### src/rtl/serial_alu_seq_if.sv
// Operation request channel between an issuing controller and the bit-serial sequencer.
// Plain valid/ready: a request is taken on the edge where op_valid and op_ready are both high.
interface serial_alu_seq_if #(
  parameter int ADDR_W = 3
);
  logic              op_valid;
  logic              op_ready;
  logic [2:0]        op_code;
  logic              op_wb;
  logic [ADDR_W-1:0] op_rs1;
  logic [ADDR_W-1:0] op_rs2;
  logic [ADDR_W-1:0] op_rd;

  modport master (
    output op_valid, op_code, op_wb, op_rs1, op_rs2, op_rd,
    input  op_ready
  );

  modport slave (
    input  op_valid, op_code, op_wb, op_rs1, op_rs2, op_rd,
    output op_ready
  );
endinterface

### src/rtl/serial_alu_seq.sv
// Bit-serial ALU sequencer streaming LSB-first through a rotating regfile; REG_WIDTH shift cycles plus one done cycle.
// Backpressure: op_ready is high only in IDLE, so a new request waits REG_WIDTH+2 cycles behind the previous one.
module serial_alu_seq #(
  parameter int REG_WIDTH = 8,
  parameter int ADDR_W    = 3
) (
  input  logic              clk,
  input  logic              rstn,
  serial_alu_seq_if.slave   op,
  output logic              shift_en,
  output logic [ADDR_W-1:0] rs1_addr,
  output logic [ADDR_W-1:0] rs2_addr,
  output logic [ADDR_W-1:0] rd_addr,
  input  logic              rs1_bit,
  input  logic              rs2_bit,
  output logic              wr_bit,
  output logic              wr_en,
  output logic              done,
  output logic              flag_z,
  output logic              flag_n,
  output logic              flag_c,
  output logic              flag_v
);

  localparam int CNT_W = $clog2(REG_WIDTH);
  localparam logic [CNT_W-1:0] CNT_LAST = CNT_W'(REG_WIDTH - 1);

  typedef enum logic [2:0] {
    OP_ADD  = 3'b000,
    OP_SUB  = 3'b001,
    OP_AND  = 3'b010,
    OP_OR   = 3'b011,
    OP_XOR  = 3'b100,
    OP_MOV1 = 3'b101,
    OP_CMP  = 3'b110,
    OP_MOV2 = 3'b111
  } opc_t;

  typedef enum logic [1:0] {
    ST_IDLE  = 2'd0,
    ST_SHIFT = 2'd1,
    ST_DONE  = 2'd2
  } state_t;

  typedef struct packed {
    opc_t              code;
    logic              wb;
    logic [ADDR_W-1:0] rs1;
    logic [ADDR_W-1:0] rs2;
    logic [ADDR_W-1:0] rd;
  } op_t;

  state_t            state;
  state_t            state_nxt;
  op_t               op_q;
  logic [CNT_W-1:0]  cnt;
  logic              carry;
  logic              zacc;
  logic              ready;
  logic              accept;
  logic              last_bit;
  logic              is_arith;
  logic              is_sub;
  logic              b_in;
  logic              sum;
  logic              cout;
  logic              res;

  assign op.op_ready = ready;
  assign accept      = op.op_valid & ready;
  assign last_bit    = (cnt == CNT_LAST);

  assign is_sub   = (op_q.code == OP_SUB) || (op_q.code == OP_CMP);
  assign is_arith = is_sub || (op_q.code == OP_ADD);

  assign rs1_addr = op_q.rs1;
  assign rs2_addr = op_q.rs2;
  assign rd_addr  = op_q.rd;

  // Subtraction is rs1 + ~rs2 with the carry pre-seeded to 1 at acceptance.
  always_comb begin
    b_in = is_sub ? ~rs2_bit : rs2_bit;
    sum  = rs1_bit ^ b_in ^ carry;
    cout = (rs1_bit & b_in) | (carry & (rs1_bit ^ b_in));
    case (op_q.code)
      OP_ADD, OP_SUB, OP_CMP: res = sum;
      OP_AND:                 res = rs1_bit & rs2_bit;
      OP_OR:                  res = rs1_bit | rs2_bit;
      OP_XOR:                 res = rs1_bit ^ rs2_bit;
      OP_MOV1:                res = rs1_bit;
      OP_MOV2:                res = rs2_bit;
      default:                res = 1'b0;
    endcase
  end

  always_ff @(posedge clk or negedge rstn) begin
    if (!rstn) begin
      state <= ST_IDLE;
    end else begin
      state <= state_nxt;
    end
  end

  always_comb begin
    state_nxt = state;
    case (state)
      ST_IDLE:  if (accept)   state_nxt = ST_SHIFT;
      ST_SHIFT: if (last_bit) state_nxt = ST_DONE;
      ST_DONE:                state_nxt = ST_IDLE;
      default:                state_nxt = ST_IDLE;
    endcase
  end

  always_comb begin
    ready    = 1'b0;
    shift_en = 1'b0;
    done     = 1'b0;
    case (state)
      ST_IDLE:  ready    = 1'b1;
      ST_SHIFT: shift_en = 1'b1;
      ST_DONE:  done     = 1'b1;
      default:  ready    = 1'b0;
    endcase
  end

  // Reading and writing the same bit position in one cycle makes rd==rs1/rs2 safe.
  assign wr_en  = shift_en & op_q.wb & (op_q.code != OP_CMP);
  assign wr_bit = shift_en & res;

  always_ff @(posedge clk or negedge rstn) begin
    if (!rstn) begin
      op_q   <= '0;
      cnt    <= '0;
      carry  <= 1'b0;
      zacc   <= 1'b0;
      flag_z <= 1'b0;
      flag_n <= 1'b0;
      flag_c <= 1'b0;
      flag_v <= 1'b0;
    end else if (accept) begin
      op_q.code <= opc_t'(op.op_code);
      op_q.wb   <= op.op_wb;
      op_q.rs1  <= op.op_rs1;
      op_q.rs2  <= op.op_rs2;
      op_q.rd   <= op.op_rd;
      cnt       <= '0;
      carry     <= (op.op_code == OP_SUB) || (op.op_code == OP_CMP);
      zacc      <= 1'b1;
    end else if (state == ST_SHIFT) begin
      carry <= cout;
      zacc  <= zacc & ~res;
      if (last_bit) begin
        // Flags are committed on the MSB edge so they are valid alongside done.
        flag_z <= zacc & ~res;
        flag_n <= res;
        flag_c <= is_arith & cout;
        flag_v <= is_arith & (carry ^ cout);
      end else begin
        cnt <= cnt + 1'b1;
      end
    end
  end

endmodule

### src/flat_wrapper.sv
// flat-port wrapper written by rule: the top's interface ports become plain ports
module serial_alu_seq_flat 
#(
  parameter int REG_WIDTH = 8,
  parameter int ADDR_W    = 3
)
  (clk, rstn, shift_en, rs1_addr, rs2_addr, rd_addr, rs1_bit, rs2_bit, wr_bit, wr_en, done, flag_z, flag_n, flag_c, flag_v, op_op_valid, op_op_code, op_op_wb, op_op_rs1, op_op_rs2, op_op_rd, op_op_ready);
  serial_alu_seq_if #(.ADDR_W(ADDR_W)) op_i ();
  input  logic clk;
  input  logic rstn;
  output logic shift_en;
  output logic [ADDR_W-1:0] rs1_addr;
  output logic [ADDR_W-1:0] rs2_addr;
  output logic [ADDR_W-1:0] rd_addr;
  input  logic rs1_bit;
  input  logic rs2_bit;
  output logic wr_bit;
  output logic wr_en;
  output logic done;
  output logic flag_z;
  output logic flag_n;
  output logic flag_c;
  output logic flag_v;
  input wire logic [$bits(op_i.op_valid)-1:0] op_op_valid;
  input wire logic [$bits(op_i.op_code)-1:0] op_op_code;
  input wire logic [$bits(op_i.op_wb)-1:0] op_op_wb;
  input wire logic [$bits(op_i.op_rs1)-1:0] op_op_rs1;
  input wire logic [$bits(op_i.op_rs2)-1:0] op_op_rs2;
  input wire logic [$bits(op_i.op_rd)-1:0] op_op_rd;
  output wire logic [$bits(op_i.op_ready)-1:0] op_op_ready;
  assign op_i.op_valid = op_op_valid;
  assign op_i.op_code = op_op_code;
  assign op_i.op_wb = op_op_wb;
  assign op_i.op_rs1 = op_op_rs1;
  assign op_i.op_rs2 = op_op_rs2;
  assign op_i.op_rd = op_op_rd;
  assign op_op_ready = op_i.op_ready;
  serial_alu_seq #(.REG_WIDTH(REG_WIDTH), .ADDR_W(ADDR_W)) u_core (.clk(clk), .rstn(rstn), .op(op_i), .shift_en(shift_en), .rs1_addr(rs1_addr), .rs2_addr(rs2_addr), .rd_addr(rd_addr), .rs1_bit(rs1_bit), .rs2_bit(rs2_bit), .wr_bit(wr_bit), .wr_en(wr_en), .done(done), .flag_z(flag_z), .flag_n(flag_n), .flag_c(flag_c), .flag_v(flag_v));
endmodule
### config.mk
export PLATFORM = sky130hd
export DESIGN_NAME = serial_alu_seq_flat
export DESIGN_NICKNAME = d
export VERILOG_FILES = /design/src/rtl/serial_alu_seq_if.sv /design/src/rtl/serial_alu_seq.sv /design/src/flat_wrapper.sv
export SDC_FILE = /design/constraint.sdc
export NUM_CORES = 1
export LEC_CHECK = 0
export ABC_AREA = 1
export CAP_MARGIN = 20
export CORE_MARGIN = 1
export CORE_UTILIZATION = 50
export DETAILED_ROUTE_END_ITERATION = 8
export PLACE_DENSITY = 0.91
export SLEW_MARGIN = 25
export SYNTH_ARGS = -nofsm -noshare
export SYNTH_HDL_FRONTEND = slang
export SYNTH_SLANG_ARGS = --single-unit
### constraint.sdc
create_clock -name clk -period 3.9 [get_ports clk]
set_input_delay 0.78 -clock clk [delete_from_list [all_inputs] [get_ports clk]]
set_output_delay 0.78 -clock clk [all_outputs]
set_load 0.05 [all_outputs]
==> metrics.md <==
| Metric | Value |
|---|---|
| Reg-to-Reg Start | `u_core.op_q[10]$_DFFE_PN0P_` |
| Commonest non-fill, non-tap cells in the layout | `clkdlybuf4s50_1, dfrtp_1, nand2_1` |
| Peak VDD IR | `0.0006236 V` |
| Post-cts resize count | `0` |
| Overflow after GRT | `0` |
| Layout Nets | `175` |
| Die area | `2704 µm²` |
| First-pass GRT wire length | `3850 µm` |
| Startpoint Class | `input pin` |
| Cell Area, Synth | `1250 µm²` |
| Via Count | `908` |
| Switching Fraction | `47.98%` |
| Max-Cap Viols | `0` |
| Slowest CP cell | `clkdlybuf4s50_1` |
| Combinational power share | `60.0%` |
| Clock-pin transition on the worst setup and hold timing paths | `0.13 ns` |
| Sequential power share | `28.9%` |
| Setup Total Neg Slack | `0 ns` |
| Synth Register Bits | `24` |
| Gpl congestion | `0.7573` |
| Min Clock Period, post-route | `3.248 ns` |
| Share of cells above drive strength 1 | `15.23%` |
| Area growth syn-to-layout | `27.73%` |
| Clock latency on the worst-skew pair | `0.31 ns` |
| Internal | `0.8165 mW` |
| Yosys warns | `0` |
| Pwr/cell area | `983.1 nW/µm²` |
| Row Count | `17` |
| Initial Util | `54.92%` |
| Worst setup EP type | `primary output` |
| Worst hold-check path type | `input pin to async pin` |
| Final antenna-violating net count | `0` |
| Synth area leader | `dfrtp_1` |
| Mapped Nets | `146` |
| Synth unique cells | `24` |
| Die Ht | `52 µm` |
| Critical Path Most Common Cell | `nand2_1` |
| RSZ-0062 raised after global routing | `false` |
| Worst r2r dst | `u_core.zacc$_DFFE_PN0P_` |
| Leakage dissipation | `0.7764 nW` |
| Top-Level Pins | `36` |
| # Post-CTS Setup Buffers | `0` |
| Final core utilization | `70.15%` |
| DP Area | `1549 µm²` |
| Vias per std cell | `5.073` |
| Fin area | `1597 µm²` |
| Finished Layout Cells | `179` |
| H-tree Lvls | `1` |
| R2R depth | `10` |
| Most common cell after layout, fill and taps aside | `clkdlybuf4s50_1` |
| Measured slew at the worst slew-check pin | `0.5403 ns` |
| Port Buf Inserts | `35` |
| Initial antenna violation count | `0` |
| Worst relative slew slack | `63.85%` |
| CTS root buf | `clkbuf_4` |
| Vias in the first global route | `851` |
| Clock power frac | `11.1%` |
| N_diodes | `0` |
| WP data required | `3.12 ns` |
| Worst Setup EP | `wr_bit` |
| Setup crit start | `rs2_bit` |
| Crit-path max FO | `3` |
| Residual DRC count | `0` |
| Hold Vio Cnt, Final | `0` |
| Crit path kind | `input pin to primary output` |
| Final worst clock skew | `0.003755 ns` |
| Final period util | `83.29%` |
| Core footprint | `2276 µm²` |
| Area contributors post-synth | `dfrtp_1, mux2_4, nand2_1` |
| Switching pwr | `0.7531 mW` |
| Post-synth top area share | `48.05%` |
| CTS Sinks | `24` |
| Final Power | `1.570 mW` |
| Fin. max-slew vios | `0` |
| FMAX | `307.8 MHz` |
| Detailed Route WL | `2310 µm` |
| Number of DRC markers in iteration 0 | `18` |
| Final HPWL DP | `1746 µm` |
| Crit-path cells | `clkdlybuf4s50_1 > xor2_1 > fa_1 > nand2_1 > nand3_2 > nand2_1 > inv_1 > buf_4` |
| CTS tree | `built` |
| First-pass DRT Iterations | `4` |
| CTS Buf Count | `3` |
| Max Root-Sink Buffers | `2` |
| CP Data Arrival Time | `2.47 ns` |
| Reg-to-reg slack, setup | `2.06 ns` |
| Post-Synthesis Cells | `123` |
| CP max stage delay | `0.53 ns` |
| Status | `completed` |
| # setup viols final | `0` |
| CTS hold repair buffers | `0` |
| Mean Syn Cell Area | `10.16 µm²` |
| Sequential element share of the synthesized area | `48.05%` |
| Largest net degree at the start of global routing | `25` |
| Drt wl/cell | `12.91 µm` |
| Inst Count DP | `175` |
| Chip Width | `52 µm` |
| GRT Total Usage | `19.94%` |
[worst min-delay path by stage]
stage	start	to	slack [ns]
3_5_place_dp	u_core.zacc$_DFFE_PN0P_	u_core.zacc$_DFFE_PN0P_	0.46
4_1_cts	u_core.zacc$_DFFE_PN0P_	u_core.zacc$_DFFE_PN0P_	0.49
2_1_floorplan	u_core.zacc$_DFFE_PN0P_	u_core.zacc$_DFFE_PN0P_	0.44
6_report	rstn	u_core.state[0]$_DFFE_PN0P_	0.42
3_3_place_gp	u_core.zacc$_DFFE_PN0P_	u_core.zacc$_DFFE_PN0P_	0.46
5_1_grt	rstn	u_core.rd_addr[2]$_DFFE_PN0P_	0.45
[critical path, delay by kind of cell]
kind | cells | cell delay (ns)
adder cells (fa/ha/maj) | 1 | 0.43
AND/OR/NAND/NOR | 3 | 0.30
buffers and inverters | 3 | 0.76
XOR/XNOR | 1 | 0.18
[power by group through the flow]
stage | combinational [mW] | sequential, mW | clock, mW
2_1_floorplan | 0.692 | 0.500 | 0
3_3_place_gp | 0.911 | 0.451 | 0
3_5_place_dp | 0.938 | 0.459 | 0
4_1_cts | 0.946 | 0.454 | 0.181
5_1_grt | 1.01 | 0.468 | 0.188
6_report | 0.941 | 0.454 | 0.175
[logic make-up (layout without fill, tap and decap cells)]
| logic type | Yosys count | after routing | synth area share (%) |
|---|---|---|---|
| simple gates | 45 | 45 | 16.82 |
| flops | 24 | 24 | 48.05 |
| buf+inv | 22 | 50 | 10.01 |
| compound gates | 14 | 14 | 6.206 |
| mux | 11 | 11 | 11.91 |
| fa+ha+maj | 5 | 5 | 5.606 |
| xor+xnor | 2 | 2 | 1.402 |
[registers in the layout (all words and copies together) (netlist names)]
| signal | flops |
|---|---|
| u_core.flag_v | 1 |
| u_core.flag_c | 1 |
| u_core.state | 2 |
| u_core.flag_n | 1 |
| u_core.rs1_addr | 3 |
| u_core.zacc | 1 |
| u_core.cnt | 3 |
| u_core.op_q | 4 |
| u_core.rs2_addr | 3 |
| u_core.carry | 1 |
| u_core.flag_z | 1 |
| u_core.rd_addr | 3 |
[through the flow]
step           hold slack (ns)  setup WS, ns
6_report                0.4233        0.6515
3_5_place_dp            0.4633        0.6916
5_1_grt                 0.4520        0.5589
3_3_place_gp            0.4599        0.7468
2_1_floorplan           0.4422         1.190
4_1_cts                 0.4939        0.6546
[Yosys cell counts]
library cell / n
a21oi_1: 3
a22oi_2: 1
buf_2: 1
buf_4: 9
buf_6: 1
dfrtp_1: 24
fa_1: 1
ha_1: 4
inv_1: 8
inv_2: 3
mux2_1: 3
mux2_4: 7
mux2i_1: 1
nand2_1: 22
nand2_2: 2
nand3_1: 9
nand3_2: 2
nand4_1: 1
nor2_1: 7
nor2_2: 1
nor2_4: 1
o21ai_0: 6
o21ai_1: 4
xor2_1: 2
[routing by layer]
metal | global-route usage, % | vias to the layer above | routed length, µm
li1 | - | 449 | -
met1 | 24.71 | 431 | 983
met2 | 34.62 | 26 | 1220
met3 | 3.509 | 2 | 88
met4 | 6.757 | 0 | 17
met5 | 0 | - | 0
[cell type report]
class,count,area [µm²]
Fill cell,160,679.4
Sequential cell,24,600.6
Multi-Input combinational cell,77,524.3
Timing Repair Buffer,35,342.8
Inverter,11,41.29
Tap cell,28,35.03
Clock inverter,1,30.03
Clock buffer,3,22.52
No activity file was read; power rests on OpenSTA's default activity.
